==> src/rtl/gbus_wr_collector.sv <==
// Collects gbus write beats from two heads into per-head FIFOs and drains
// them round-robin onto one SRAM write port, counting committed writes.
//
// Ports:
//   clk, rst_n          clock, async active-low reset
//   in_addr/wen/wdata_k head k gbus beat (k = 0,1), never back-pressured
//   expect_vld/cnt      load write expectation, zero count, arm
//   clear               synchronous flush of all state
//   sram_wen/waddr/...  registered SRAM write port, sram_src = head index
//   done                1-cycle pulse when count reaches expectation
//   overflow            sticky per-head drop flag
//   busy                any FIFO non-empty or write in flight

`ifndef GBUS_DATA_WIDTH
`define GBUS_DATA_WIDTH 32
`endif

module gbus_wr_collector #(
  parameter int FIFO_DEPTH = 4,
  parameter int DATA_WIDTH = `GBUS_DATA_WIDTH,
  parameter int CNT_WIDTH  = 16,
  // width of the opaque BUS_ADDR field, forwarded unmodified
  parameter int ADDR_WIDTH = 16
) (
  input  logic                  clk,
  input  logic                  rst_n,
  input  logic [ADDR_WIDTH-1:0] in_addr_0,
  input  logic                  in_wen_0,
  input  logic [DATA_WIDTH-1:0] in_wdata_0,
  input  logic [ADDR_WIDTH-1:0] in_addr_1,
  input  logic                  in_wen_1,
  input  logic [DATA_WIDTH-1:0] in_wdata_1,
  input  logic                  expect_vld,
  input  logic [CNT_WIDTH-1:0]  expect_cnt,
  input  logic                  clear,
  output logic                  sram_wen,
  output logic [ADDR_WIDTH-1:0] sram_waddr,
  output logic [DATA_WIDTH-1:0] sram_wdata,
  output logic                  sram_src,
  output logic                  done,
  output logic [1:0]            overflow,
  output logic                  busy
);

  localparam int AW = $clog2(FIFO_DEPTH);
  localparam int EW = ADDR_WIDTH + DATA_WIDTH;
  localparam logic [CNT_WIDTH-1:0] CNT_ONE = 1;

  typedef logic [EW-1:0] entry_t;

  entry_t          mem_q [2][FIFO_DEPTH];
  logic [AW:0]     wr_q  [2];
  logic [AW:0]     rd_q  [2];
  entry_t          din   [2];
  logic [1:0]      wen;
  logic [1:0]      full;
  logic [1:0]      empty;
  logic [1:0]      push;
  logic [1:0]      drop;
  logic [1:0]      pop;
  logic            grant;
  logic            any_ne;
  entry_t          pop_data;

  logic                  sram_wen_q;
  logic [ADDR_WIDTH-1:0] sram_waddr_q;
  logic [DATA_WIDTH-1:0] sram_wdata_q;
  logic                  sram_src_q;
  logic                  rr_last_q;
  logic [1:0]            ovf_q;

  logic [CNT_WIDTH-1:0]  cnt_q, cnt_d;
  logic [CNT_WIDTH-1:0]  exp_q, exp_d;
  logic                  armed_q, armed_d;
  logic                  done_q, done_d;

  assign wen    = {in_wen_1, in_wen_0};
  assign din[0] = {in_addr_0, in_wdata_0};
  assign din[1] = {in_addr_1, in_wdata_1};

  // extra pointer bit distinguishes full from empty
  always_comb begin
    for (int k = 0; k < 2; k++) begin
      empty[k] = (wr_q[k] == rd_q[k]);
      full[k]  = (wr_q[k][AW] != rd_q[k][AW]) &&
                 (wr_q[k][AW-1:0] == rd_q[k][AW-1:0]);
    end
  end

  // round-robin: on a tie the head that did not win last time goes
  always_comb begin
    grant = 1'b0;
    if (!empty[0] && !empty[1]) begin
      grant = ~rr_last_q;
    end else if (!empty[1]) begin
      grant = 1'b1;
    end
  end

  assign any_ne = ~(empty[0] & empty[1]);
  assign pop[0] = any_ne & ~clear & ~grant;
  assign pop[1] = any_ne & ~clear & grant;

  // a full FIFO still accepts a push when it is popped that cycle
  always_comb begin
    for (int k = 0; k < 2; k++) begin
      push[k] = wen[k] & ~clear & (~full[k] | pop[k]);
      drop[k] = wen[k] & ~clear & full[k] & ~pop[k];
    end
  end

  assign pop_data = grant ? mem_q[1][rd_q[1][AW-1:0]]
                          : mem_q[0][rd_q[0][AW-1:0]];

  always_ff @(posedge clk) begin
    for (int k = 0; k < 2; k++) begin
      if (push[k]) begin
        mem_q[k][wr_q[k][AW-1:0]] <= din[k];
      end
    end
  end

  always_ff @(posedge clk or negedge rst_n) begin
    if (!rst_n) begin
      for (int k = 0; k < 2; k++) begin
        wr_q[k] <= '0;
        rd_q[k] <= '0;
      end
    end else if (clear) begin
      for (int k = 0; k < 2; k++) begin
        wr_q[k] <= '0;
        rd_q[k] <= '0;
      end
    end else begin
      for (int k = 0; k < 2; k++) begin
        wr_q[k] <= wr_q[k] + (AW+1)'(push[k]);
        rd_q[k] <= rd_q[k] + (AW+1)'(pop[k]);
      end
    end
  end

  // expect_vld takes priority over a same-cycle commit
  always_comb begin
    cnt_d   = cnt_q;
    exp_d   = exp_q;
    armed_d = armed_q;
    done_d  = 1'b0;
    if (expect_vld) begin
      exp_d   = expect_cnt;
      cnt_d   = '0;
      armed_d = (expect_cnt != '0);
      done_d  = (expect_cnt == '0);
    end else if (sram_wen_q) begin
      cnt_d = cnt_q + CNT_ONE;
      if (armed_q && (cnt_d == exp_q)) begin
        done_d  = 1'b1;
        armed_d = 1'b0;
      end
    end
  end

  always_ff @(posedge clk or negedge rst_n) begin
    if (!rst_n) begin
      sram_wen_q   <= 1'b0;
      sram_waddr_q <= '0;
      sram_wdata_q <= '0;
      sram_src_q   <= 1'b0;
      rr_last_q    <= 1'b1;
      ovf_q        <= '0;
      cnt_q        <= '0;
      exp_q        <= '0;
      armed_q      <= 1'b0;
      done_q       <= 1'b0;
    end else if (clear) begin
      sram_wen_q   <= 1'b0;
      sram_waddr_q <= '0;
      sram_wdata_q <= '0;
      sram_src_q   <= 1'b0;
      rr_last_q    <= 1'b1;
      ovf_q        <= '0;
      cnt_q        <= '0;
      exp_q        <= '0;
      armed_q      <= 1'b0;
      done_q       <= 1'b0;
    end else begin
      sram_wen_q <= any_ne;
      if (any_ne) begin
        {sram_waddr_q, sram_wdata_q} <= pop_data;
        sram_src_q <= grant;
        rr_last_q  <= grant;
      end
      ovf_q   <= ovf_q | drop;
      cnt_q   <= cnt_d;
      exp_q   <= exp_d;
      armed_q <= armed_d;
      done_q  <= done_d;
    end
  end

  assign sram_wen   = sram_wen_q;
  assign sram_waddr = sram_waddr_q;
  assign sram_wdata = sram_wdata_q;
  assign sram_src   = sram_src_q;
  assign done       = done_q;
  assign overflow   = ovf_q;
  assign busy       = any_ne | sram_wen_q;

endmodule

==> config.mk <==
export PLATFORM = sky130hd
export DESIGN_NAME = gbus_wr_collector
export DESIGN_NICKNAME = d
export VERILOG_FILES = /design/src/rtl/gbus_wr_collector.sv
export SDC_FILE = /design/constraint.sdc
export NUM_CORES = 1
export LEC_CHECK = 0
export CAP_MARGIN = 0
export CORE_MARGIN = 2
export CORE_UTILIZATION = 57
export CTS_BUF_LIST = sky130_fd_sc_hd__clkbuf_4 sky130_fd_sc_hd__clkbuf_8 sky130_fd_sc_hd__clkbuf_16
export CTS_CLUSTER_DIAMETER = 40
export DETAILED_ROUTE_END_ITERATION = 16
export GPL_TIMING_DRIVEN = 0
export PLACE_DENSITY = 0.79
export RECOVER_POWER = 100
export SKIP_CTS_REPAIR_TIMING = 1
export SLEW_MARGIN = 0
export SYNTH_ARGS = -nofsm -noshare
export SYNTH_HDL_FRONTEND = slang
export SYNTH_SLANG_ARGS = --single-unit
==> constraint.sdc <==
create_clock -name clk -period 6.2 [get_ports clk]
set_clock_uncertainty 0.1 [all_clocks]
set_input_delay 1.24 -clock clk [delete_from_list [all_inputs] [get_ports clk]]
set_output_delay 1.24 -clock clk [all_outputs]
set_load 0.01 [all_outputs]
==> summary.md, run 1 <==
| Metric | Value |
|---|---|
| Seq/Total Area, Yosys | 73.8% |
| Hold crit path type | register to register |
| Routed Wire Length | 41,600 um |
| CP Class | register to register |
| Post-place setup slack | 2110 ps |
| Drt wl/cell | 23.7 um |
| Synth Cell Area | 19,000 sq um |
| Via count | 10,400 |
| Slew headroom | -154% |
| CTS tree | done |
| Max capacitance violation total | 6 |
| Chip height | 186 um |
| Pleak | 8.26 nW |
| Period minus WS final | 5170 ps |
| CTS Buffer Depth | 3 |
| WP data arrival | 5210 ps |
| Met3 routed WL | 3390 um |
| Multiplexer area fraction after synthesis | 14.9% |
| All-Layer GR Usage | 24.5% |
| PwrDens | 375 nW/um^2 |
| Compound-Gate Fraction of Synth Area | 2.72% |
| Synth Area in XOR/XNOR | 2.08% |
| Share of layout cells above drive strength 1 | 15.7% |
| Synth Area in Simple Gates | 4.52% |
| Antenna viol nets, final | 0 |
| Fmax | 193 MHz |
| PnR Total Power | 8.65 mW |
| Root Driver | clkbuf_16 |
| RSZ-0062 raised after global routing | no |
| Port Buf Inserts | 170 |
| HP Start | exp_q[0] |
| Ys Warns | 0 |
| Vias in the first global route | 11,000 |
| Commonest non-fill, non-tap cell in the layout | edfxtp_1 |
| Initial core utilization | 58.2% |
| Critical path endpoint category | register |
| Top-level I/O count | 172 |
| Setup ws final | 1030 ps |
| Post-synthesis average cell area | 18.7 sq um |
| Die width | 186 um |
| Routability cong. | 0.869 |
| Outcome | finished, violations left |
| Final Hold Fails | 0 |
| Area share of fa/ha/maj cells after synthesis | 0.593% |
| Pins Over Slew Limit | 221 |
| Hold Slack | 454 ps |
| Total Die Area | 34,800 sq um |
| DR top layer | met5 |
| H-tree depth | 2 |
| Vias/cell | 5.89 |
| CP Max Fanout | 32 |
| Area contributors post-synth | edfxtp_1 61%, dfrtp_1 13%, mux4_2 11% |
| Pin count of the biggest net entering global routing | 66 |
| DR WL met2 | 20,500 um |
| DRC viols | 0 |
| Flop and latch count out of synthesis | 483 |
| Worst VDD drop | 0.000273 V |
| Antenna violations before repair | 16 |
| FF-to-FF End | mem_q[0][239] |
| Hold Path Depth | 2 |
| Failing checks | max-capacitance violations, max-slew violations |
| CP startpoint kind | register |
| Hold EP | exp_q[0] |
| Drt pass-1 iters | 5 |
| Main combinational cell family by area after synthesis | multiplexers |
| Worst endpoint required time | 6240 ps |
| Ratio of final minimum period to clock period | 83.4% |
| Worst r2r path cells | 10 |
| Met1 wire length | 16,600 um |
| Most frequent cells in the layout | 384 x edfxtp_1, 151 x dlygate4sd3_1, 98 x dfrtp_1, 96 x mux4_2, 95 x nor2_1 |
| Post-synth cell types | 42 |
| FP Rows | 66 |
| Worst Tran Pin Value | 3810 ps |
| Yosys top cell area share | 60.8% |
| Initial DRC count | 900 |
| Setup violations, final | 0 |
| Gate Count Post-Synth | 1,014 |
| # clock sinks | 483 |
| Leading area contributor after synthesis | edfxtp_1 |
| Core area | 32,600 sq um |
| Clock latency at the later pin of the worst-skew pair | 560 ps |
| Final TNS setup | 0 ps |
| Final #Nets | 1,392 |
| CTS buffer count | 53 |
| Area grow syn2layout | 21.5% |
| Mapped Nets | 1,141 |
| Setup slack, reg-to-reg | 1030 ps |
| Worst r2r src | rd_q[3] |
| First-pass GRT wire length | 64,100 um |
| GR Overflow Total | 0 |
| Post-DP HPWL | 26,900 um |
| Reg clk slew, reported paths | 60 ps |
[power breakdown]
group / leakage, nW / switching [mW] / internal [mW] / total, mW
combinational: 2.60 / 0.980 / 0.821 / 1.80
clock: 0.853 / 1.26 / 1.76 / 3.02
sequential: 4.80 / 0.118 / 3.71 / 3.83
total: 8.26 / 2.36 / 6.29 / 8.65
[through the flow]
stage	util, %	area [sq um]	instances
2_1_floorplan	-	19000	1014
3_3_place_gp	65.1	21200	1626
5_1_grt	70.6	23000	1753
3_5_place_dp	66.2	21600	1652
4_1_cts	71.5	23300	1751
6_report	70.7	23100	1759
[per-layer routing]
layer | GRT usage (%) | vias to the layer above
met5 | 0 | -
met4 | 7.48 | 14
met3 | 6.64 | 88
met2 | 40.5 | 415
met1 | 32.3 | 5284
li1 | - | 4560
[logic make-up after synthesis]
family / Yosys count
multiplexers: 162
AO/OA/AOI/OAI: 70
buffers and inverters: 64
flip-flops: 483
adder cells (fa/ha/maj): 9
XOR/XNOR: 45
AND/OR/NAND/NOR: 181
[worst max-delay path, cell delays in order (launching register included)]
cell and delay, ps:
dfrtp_1 380, clkbuf_1 160, xnor2_1 340, nand3_1 160
a21o_1 220, clkbuf_1 320, nand3_1 190, nand3b_1 160
inv_1 120, and3_1 900, clkbuf_1 1650
[cells in the mapped netlist, drive strengths merged]
master	count
edfxtp	384
dfrtp	98
mux4	96
nor2	95
mux2i	66
a211oi	48
clkbuf	41
xnor2	26
buf	19
xor2	19
nand2	18
nand4	11
nor2b	11
ha	9
nor3	9
nor4	9
nand3	6
o21ai	6
a21oi	4
and3	4
inv	4
or3	4
nand2b	3
nor3b	3
or2	3
a21o	2
a41oi	2
o2111ai	2
a2111oi	1
a211o	1
a22oi	1
a2bb2oi	1
a31oi	1
and3b	1
and4	1
and4b	1
dfstp	1
nand3b	1
o32ai	1
or4	1
[worst max path at each step]
stage / from / endpoint / slack, ps / cells after the start
after floorplan: clear / mem_q[0][144] / 280 / 4
after global placement: in_wen_0 / mem_q[0][155] / -3600 / 4
after detailed placement: rd_q[0] / busy / 2110 / 7
after CTS: rd_q[0] / busy / 1510 / 7
after global routing: rd_q[3] / mem_q[0][239] / 670 / 10
final: rd_q[3] / mem_q[0][239] / 1030 / 10
[cell type report]
| class | count | area (sq um) |
|---|---|---|
| inverter | 4 | 15.0 |
| sequential | 483 | 14000 |
| multi-input combinational | 467 | 4680 |
| timing repair buffer | 196 | 1820 |
| clock buffer | 60 | 1390 |
| buffer | 60 | 239 |
| tap | 442 | 553 |
| clock inverter | 39 | 328 |
| fill | 2013 | 9560 |
| antenna | 8 | 20.0 |
[sequential cells by signal, indices dropped and copies added, names as in the netlist]
register / count
sram_src: 1
rr_last_q: 1
sram_wdata: 32
exp_q: 16
armed_q: 1
sram_wen: 1
overflow: 2
mem_q: 384
cnt_q: 16
sram_waddr: 16
wr_q: 6
done: 1
rd_q: 6
No activity file was read; power rests on OpenSTA's default activity.
==> run 2, diff against run 1 <==
clock period = 5.35 ns   (was 6.2 ns; I/O delays follow)
==> run 2 against run 1 <==
Compared with the run above: the run still ends with max-capacitance violations, max-slew violations left; worst hold slack got worse by 19 ps; global-route usage rose by 0.34 points; via count rose by 1.5%; first-iteration DRC count rose by 27%; non-clock buffer count fell by 1; utilization rose by 0.73 points; sequential share of layout area fell by 0.62 points; die area did not move; clock power rose by 28%; total power rose by 21%; final area rose by 1.0%; critical path depth fell by 3.
==> summary.md, run 2 (synthesized netlist as in run 1, its figures left out) <==
| Metric | Value |
|---|---|
| Outcome | finished, violations left |
| Failing checks | max-capacitance violations, max-slew violations |
| Most frequent cells in the layout | 384 x edfxtp_1, 151 x dlygate4sd3_1, 98 x dfrtp_1, 96 x mux4_2, 95 x nor2_1 |
| Commonest non-fill, non-tap cell in the layout | edfxtp_1 |
| Root Driver | clkbuf_16 |
| Final TNS setup | 0 ps (unchanged) |
| CTS Buffer Depth | 3 (unchanged) |
| CTS buffer count | 56 (+5.7%) |
| Worst endpoint required time | 4180 ps (-2060 ps) |
| HP Start | overflow[1] |
| Most used cell along the critical path | clkbuf_1 |
| Top-level I/O count | 172 (unchanged) |
| Total Die Area | 34,800 sq um (unchanged) |
| Worst r2r src | rd_q[3] |
| CP max stage delay | 620 ps (-1030 ps) |
| FP Rows | 66 (unchanged) |
| Initial core utilization | 58.2% (unchanged) |
| CTS tree | done |
| Hold crit path type | register to register |
| Worst setup path endpoint | busy |
| FF-to-FF End | mem_q[0][375] |
| Fill cells | 1,966 (-2.3%) |
| Met1 wire length | 16,500 um (-0.40%) |
| Top delay family on crit path | simple AND/OR/NAND/NOR gates |
| Comb pwr share | 20.3% (-0.5 points) |
| Pins Over Slew Limit | 140 (-37%) |
| Critical path endpoint category | output pin |
| Setup ws final | 529 ps (-500 ps) |
| Drt wl/cell | 24.1 um (+2.0%) |
| Clock power share | 37.1% (+2.2 points) |
| Vias in the first global route | 11,200 (+1.5%) |
| GR Overflow Total | 0 (unchanged) |
| Port Buf Inserts | 170 (unchanged) |
| Routability cong. | 0.860 (-1.0%) |
| Initial DRC count | 1,146 (+27%) |
| PwrDens | 447 nW/um^2 (+19%) |
| Final non-filler cell total | 1,764 (+0.28%) |
| Max FFs per register | 384 (unchanged) |
| Final #Nets | 1,394 (+0.14%) |
| Fmax | 207 MHz |
| Setup slack, reg-to-reg | 550 ps (-480 ps) |
| Area grow syn2layout | 22.8% |
| Worst r2r path cells | 11 (+1) |
| PnR Total Power | 10.4 mW (+21%) |
| Worst setup startpoint | rd_q[0] |
| DR top layer | met5 |
| Total stage count of the critical path | 7 (-3) |
| Worst VDD drop | 0.000366 V (+34%) |
| Via count | 10,500 (+1.5%) |
| Reg clk slew, reported paths | 60 ps (about the same) |
| Setup violations, final | 0 (unchanged) |
| Slew headroom | -145% (+9.2 points) |
| Ratio of final minimum period to clock period | 90.1% |
| Post-DP HPWL | 27,100 um (+0.99%) |
| Final core utilization | 71.4% (+0.73 points) |
| Cell Int Power | 7.55 mW (+20%) |
| Met3 routed WL | 3480 um (+2.7%) |
| Sequential fraction of design power | 42.5% (-1.7 points) |
| Core area | 32,600 sq um (unchanged) |
| Chip height | 186 um (unchanged) |
| Clock latency at the later pin of the worst-skew pair | 570 ps (about the same) |
| CP Class | register to output pin |
| Max capacitance violation total | 4 (-2) |
| Drt pass-1 iters | 5 (unchanged) |
| Crit path cell chain | clkbuf_1, xor2_1, nor3_1, nand4_1, clkbuf_1, or2_2, dlygate4sd3_1 |
| Share of layout cells above drive strength 1 | 16.7% (+0.92 points) |
| WP data arrival | 3650 ps (-1560 ps) |
| WP buf/inv | 3 (-1) |
| Vias/cell | 5.96 (+1.2%) |
| Die width | 186 um (unchanged) |
| All-Layer GR Usage | 24.8% (+0.34 points) |
| Antenna violations before repair | 14 (-2) |
| CP Max Fanout | 10 (-69%) |
| DRC viols | 0 (unchanged) |
| Final Hold Fails | 0 (unchanged) |
| RSZ-0062 raised after global routing | no |
| # clock sinks | 483 (unchanged) |
| First-pass GRT wire length | 65,000 um (+1.4%) |
| Period minus WS final | 4820 ps |
| Antenna viol nets, final | 0 (unchanged) |
| Routed Wire Length | 42,600 um (+2.3%) |
| Slowest-stage cell, CP | dlygate4sd3_1 |
| Worst Tran Pin Value | 3670 ps (-139 ps) |
| Switch share | 27.6% (+0.26 points) |
| Post-place setup slack | 1370 ps (-740 ps) |
| Switching power | 2.87 mW (+22%) |
| Pin count of the biggest net entering global routing | 61 (-7.6%) |
| CP startpoint kind | register |
| DR WL met2 | 21,300 um (+3.8%) |
| H-tree depth | 2 (unchanged) |
| Placed insts | 1,651 (-0.061%) |
| Pleak | 8.37 nW (+1.3%) |
run 2: power groups by stage:
stage | Combinational [mW] | Sequential [mW] | Clock, mW
floorplan | 1.25 | 4.54 | 0
global placement | 2.11 | 4.51 | 0
detailed placement | 2.20 | 4.50 | 0
CTS | 2.23 | 4.43 | 3.90
global route | 2.27 | 4.45 | 4.08
finish | 2.12 | 4.43 | 3.87
run 2: worst reg2reg max path, stage by stage (launching register included):
cell	delay [ps]
dfrtp_1	380
clkbuf_1	160
xnor2_1	310
nand3_1	180
a21o_1	220
clkbuf_1	320
nand3_1	210
nand3b_1	180
nor3_1	950
clkbuf_1	500
clkbuf_1	410
clkbuf_1	530
run 2: how the worst min path moves through the flow:
stage                  endpoint  slack [ps]  cells past startpoint
detailed placement  overflow[1]         420                      2
floorplan             exp_q[15]         410                      2
global route        overflow[1]         460                      2
global placement    overflow[1]         390                      2
finish              overflow[1]         440                      2
CTS                 overflow[1]         430                      2
run 2: layout make-up:
class / instances / area (sq um) / area share, %
antenna: 7 / 17.5 / 0.0752
timing repair buffer: 195 / 1830 / 7.85
clock buffer: 71 / 1560 / 6.69
multi-input combinational: 467 / 4690 / 20.1
buffer: 60 / 239 / 1.03
clock inverter: 35 / 389 / 1.67
tap: 442 / 553 / 2.37
sequential: 483 / 14000 / 60.1
inverter: 4 / 15.0 / 0.0645
run 2: routing by layer:
metal	vias to the layer above	track usage (%)
met2	466	41.7
li1	4553	-
met4	14	8.58
met1	5379	32.3
met3	103	5.94
met5	-	0
run 2: stage by stage:
step	hold WS, ps	area, sq um
after floorplan	406	19000
final	435	23300
after CTS	435	23600
after global routing	455	23300
after detailed placement	419	21600
after global placement	385	21200
